[config.mk]
export PLATFORM = sky130hd
export DESIGN_NAME = reg_file_reader
export DESIGN_NICKNAME = d
export VERILOG_FILES = /design/src/rtl/reg_file_pkg.sv /design/src/rtl/reg_file_reader.sv
export SDC_FILE = /design/constraint.sdc
export NUM_CORES = 1
export LEC_CHECK = 0
export BUFFER_PORTS_ARGS = -buffer_cell sky130_fd_sc_hd__clkbuf_2
export CAP_MARGIN = 15
export CORE_MARGIN = 2
export CORE_UTILIZATION = 44
export DETAILED_ROUTE_END_ITERATION = 10
export MAX_ROUTING_LAYER = met4
export PLACE_DENSITY = 0.75
export SLEW_MARGIN = 15
export SYNTH_ARGS = -nofsm -noshare
export SYNTH_HDL_FRONTEND = slang
export SYNTH_SLANG_ARGS = --single-unit
export TNS_END_PERCENT = 20
[constraint.sdc]
create_clock -name clk -period 1.9 [get_ports clk]
set_clock_uncertainty 0.15 [all_clocks]
set_input_delay 0.285 -clock clk [delete_from_list [all_inputs] [get_ports clk]]
set_output_delay 0.285 -clock clk [all_outputs]
set_load 0.02 [all_outputs]
[src/rtl/reg_file_pkg.sv]
// Shared constants and types for reg_file and its sweep reader.
package reg_file_pkg;
  localparam int DATA_W   = 32;
  localparam int ADDR_W   = 5;
  localparam int NUM_REGS = 32;

  typedef enum logic [1:0] {IDLE, SWEEP, DRAIN} rfr_state_t;

  typedef struct packed {
    logic [ADDR_W-1:0] addr;
    logic [DATA_W-1:0] data;
    logic              last;
  } beat_t;
endpackage

[src/rtl/reg_file_reader.sv]
// Sweeps reg_file entries first_addr..last_addr through the read port and
// streams each as an {addr, data, last} beat over valid/ready.
//
// state | meaning
// IDLE  | waiting for start; bad ranges pulse err/done here
// SWEEP | loading one entry per accepted slot into the output register
// DRAIN | final beat loaded, waiting for it to be accepted
module reg_file_reader #(
  parameter int DATA_W   = reg_file_pkg::DATA_W,
  parameter int ADDR_W   = reg_file_pkg::ADDR_W,
  parameter int NUM_REGS = reg_file_pkg::NUM_REGS
) (
  input  logic              clk,
  input  logic              rst_n,
  input  logic              start,
  input  logic              abort,
  input  logic [ADDR_W-1:0] first_addr,
  input  logic [ADDR_W-1:0] last_addr,
  output logic [ADDR_W-1:0] raddr,
  input  logic [DATA_W-1:0] rdata,
  output logic              out_valid,
  input  logic              out_ready,
  output logic [ADDR_W-1:0] out_addr,
  output logic [DATA_W-1:0] out_data,
  output logic              out_last,
  output logic              busy,
  output logic              done,
  output logic              err
);
  import reg_file_pkg::*;

  rfr_state_t        state, state_nxt;
  logic [ADDR_W-1:0] ptr, end_addr;
  logic              range_ok, accept, reject, finish, load, at_end;

  assign range_ok = (first_addr <= last_addr) && (32'(last_addr) < NUM_REGS);
  assign load     = (state == SWEEP) && (!out_valid || out_ready);
  assign at_end   = (ptr == end_addr);
  assign raddr    = ptr;
  assign busy     = (state != IDLE);

  always_ff @(posedge clk or negedge rst_n) begin
    if (!rst_n) state <= IDLE;
    else        state <= state_nxt;
  end

  always_comb begin
    state_nxt = state;
    accept    = 1'b0;
    reject    = 1'b0;
    finish    = 1'b0;
    case (state)
      IDLE: begin
        if (start) begin
          if (range_ok) begin
            accept    = 1'b1;
            state_nxt = SWEEP;
          end else begin
            reject    = 1'b1;
          end
        end
      end
      SWEEP: begin
        if (abort) begin
          finish    = 1'b1;
          state_nxt = IDLE;
        end else if (load && at_end) begin
          state_nxt = DRAIN;
        end
      end
      DRAIN: begin
        if (abort || (out_valid && out_ready)) begin
          finish    = 1'b1;
          state_nxt = IDLE;
        end
      end
      default: state_nxt = IDLE;
    endcase
  end

  always_ff @(posedge clk or negedge rst_n) begin
    if (!rst_n) begin
      ptr       <= '0;
      end_addr  <= '0;
      out_valid <= 1'b0;
      out_addr  <= '0;
      out_data  <= '0;
      out_last  <= 1'b0;
      done      <= 1'b0;
      err       <= 1'b0;
    end else begin
      done <= finish || reject;
      err  <= reject;
      if (accept) begin
        ptr      <= first_addr;
        end_addr <= last_addr;
      end
      // Abort takes priority over any load or handshake in the same cycle.
      if (abort && (state != IDLE)) begin
        out_valid <= 1'b0;
        out_last  <= 1'b0;
      end else if (load) begin
        out_data  <= rdata;
        out_addr  <= ptr;
        out_valid <= 1'b1;
        out_last  <= at_end;
        if (!at_end) ptr <= ptr + ADDR_W'(1);
      end else if ((state == DRAIN) && out_valid && out_ready) begin
        out_valid <= 1'b0;
        out_last  <= 1'b0;
      end
    end
  end
endmodule
==> impl_metrics.toml <==
[worst_setup_path]
reg2reg_setup_slack_ps = -3
crit_path_end_kind = "register"
critPathTopFamily = "simple AND/OR/NAND/NOR gates"
crit_start = "state[0]"
cp_cell_sequence = "inv_2 -> ha_4 -> nand2b_4 -> nand3b_4 -> o21bai_4 -> or4_1 -> o221a_2"
reg2reg_depth = 7
crit_required_ps = 1940
slowest_delay_ps = 480
startpoint_type = "register"
crit_path_max_fanout = 7
slowest_stage = "or4_1"
endpoint = "raddr[4]"
path_depth = 7
arrival_ps = 1940
worst-setup-path-type = "reg -> reg"
path_buf_inv = 1
r2r-start = "state[0]"
r2r_end = "raddr[4]"

[power]
peakVddDrop_mv = 0.817
pwr-share-clk_pct = 10.8
cellPowerDensity_nw_per_um2 = 1740
p_sw_share_pct = 40.2
switchingPower_w = 0.00232
seq_power_share_pct = 34.6
leakage_nw = 1.69
internal-power_w = 0.00346
power_w = 0.00579
p_comb_share_pct = 54.6

[synth]
ys.flop_type = "dfrtp_1"
ys_top_cells_by_area = "dfrtp_1 (55%), mux2_2 (19%), ha_1 (4.6%)"
synth-edff-count = 0
async_flop_share_pct = 100
synth_fa_ha_area_share_pct = 4.65
synth_area_um2 = 2420
synth_top_area_share_pct = 54.7
synth.net_count = 240
synth_compound_area_share_pct = 8.00
synth_xor_area_share_pct = 1.81
yosys.area_share.simple_pct = 6.50
synth-seq-area-share_pct = 54.7
yosys_warnings = 0
synth_cell_types = 36
synth_top_area_cell = "dfrtp_1"
synth_top_family_by_area = "multiplexers"
ys_seq_elements = 53
synthCells = 184
syn_area_per_cell_um2 = 13.2
muxShareOfSynthArea_pct = 20.7

[clock_tree]
clk_latency_ps = 300
cts_tree = "done"
numCtsBuffers = 5
h-tree-depth = 2
cts_sinks = 53
root_buffer = "clkbuf_8"
clockBufferDepth = 2
clkTransAtPathRegs_ps = 100

[finish]
final_nets = 364
antenna_cells = 0
area_delta_synth_final_pct = 37.2
final_layout_size_suffix_gt1_share_pct = 60.5
fin_area_um2 = 3320
layout_commonest_cell = "clkbuf_2"
finalNonFillerCells = 381
nFillCells = 469
mostFrequentLayoutCells = "clkbuf_2 (93), dfrtp_1 (53), mux2_2 (41), buf_4 (27)"

[drt]
maxUsedRoutingLayer = "met4"
met3_length_um = 264
vias = 1857
dr.pass1.iters = 4
wl_um = 4990
first_iter_violations = 114
via_per_inst = 4.87
route.met2.wl_um = 2470
drcViolationCount = 0
wire_per_inst_um = 13.1
postRouteAntennaNets = 0
met1_length_um = 2210

[timing]
relSlewSlack_pct = 76.4
grt_setup_unrepaired = "true"
period_share_pct = 100
max_freq_mhz = 525
max_slew.worst_pin.slew_ps = 354
setup_slack_ps = -2.95
finalMaxSlewViolations = 0
min_period_ps = 1900
setup_viol = 1
tns_ps = -2.95
hold_viol = 0

[floorplan]
core_um2 = 5410
dieArea_um2 = 6120
start_util_pct = 44.8
die_height_um = 78.2
die_x_um = 78.2
ioPinCount = 94
rows = 27

[place]
post-place-ws_ps = -208
dp_hpwl_um = 3850
dp_cells = 370
port_buffers = 93
routabilityCongestion = 0.846
placed_cell_area_um2 = 3180

[global_route]
overflow = 0
antenna_found_initial = 0
grt_max_degree = 54
grt.total_usage_pct = 18.2
grt_pass1_wl_um = 8470
grt_pass1_vias = 1837

[run_status]
violations = "negative setup slack"
outcome = "finished, violations left"

[worst_hold_path]
hold_class = "in -> reg"

[job]
maxCapViolations = 0
## power by group through the flow
stage	Sequential (W)	Combinational (W)	Clock (W)
6_report	0.00200	0.00316	0.000627
5_1_grt	0.00207	0.00342	0.000718
4_1_cts	0.00200	0.00315	0.000647
3_5_place_dp	0.00201	0.00308	0
3_3_place_gp	0.00198	0.00303	0
2_1_floorplan	0.00262	0.00136	0
## per-stage QoR
stage               utilization (%)  hold WS, ps
finish                         61.5         59.7
CTS                            61.2         52.0
floorplan                         -         -161
global route                   61.5         32.4
detailed placement             58.8          158
global placement               58.8          154
## timing repair
item / CTS / global route
hold buffers: 1 / 0
setup buffers: 1 / 1
endpoints found under the setup margin: 1 / 5
pin swaps: 3 / 2
hold endpoints to repair: 53 / 0
resized for setup: 6 / 3
cloned: 0 / 0
## layer usage
metal / track usage (%) / vias up
li1: - / 894
met1: 23.1 / 896
met2: 29.6 / 65
met3: 3.56 / 2
met4: 5.79 / 0
met5: - / -
## synth_stat cells (2+ instances only)
cell and n:
a21oi_1 6, a31oi_1 4, buf_2 4, dfrtp_1 53
ha_1 9, inv_1 13, mux2_2 41, mux2_4 2
nand2_1 12, nand3_1 4, nor2_1 3, o211ai_1 2
o21ai_0 3, o221a_1 2, xnor2_1 5
## cells by family (layout without fill, tap and decap cells)
group	count (synthesis)	in the layout
xor gates and xnor gates	5	5
muxes	44	44
DFF	53	53
AOI/OAI and AO/OA	25	25
and+or+nand+nor	29	29
buffers and inverters	19	144
adders and majority gates	9	9
## worst min path at each step
| stage | startpoint | end | cells after the start |
|---|---|---|---|
| after global placement | rst_n | end_addr[0] | 2 |
| after global routing | rdata[11] | out_data[11] | 2 |
| final | rdata[8] | out_data[8] | 2 |
| after detailed placement | rst_n | raddr[0] | 2 |
| after CTS | rdata[26] | out_data[26] | 2 |
| after floorplan | rst_n | done | 0 |
## state kept, by name, summed over array words and instances (netlist names)
name	cells
out_data	32
end_addr	5
out_addr	5
raddr	5
state	2
done	1
err	1
out_last	1
out_valid	1
## cell type report
cell class	instances	area [um2]	area share [%]
clock inverters	2	13.8	0.414
well taps	72	90.1	2.71
clock buffers	6	72.6	2.18
multi-input cells	112	1050	31.7
repair buffers	123	718	21.6
inverters	13	48.8	1.47
flip-flops and latches	53	1330	39.9
## worst register-to-register path: stages (launching register included)
cell and delay, ps:
dfrtp_1 400, inv_2 80, ha_4 130, nand2b_4 130
nand3b_4 80, o21bai_4 220, or4_1 480, o221a_2 130
No activity file was read; power rests on OpenSTA's default activity.
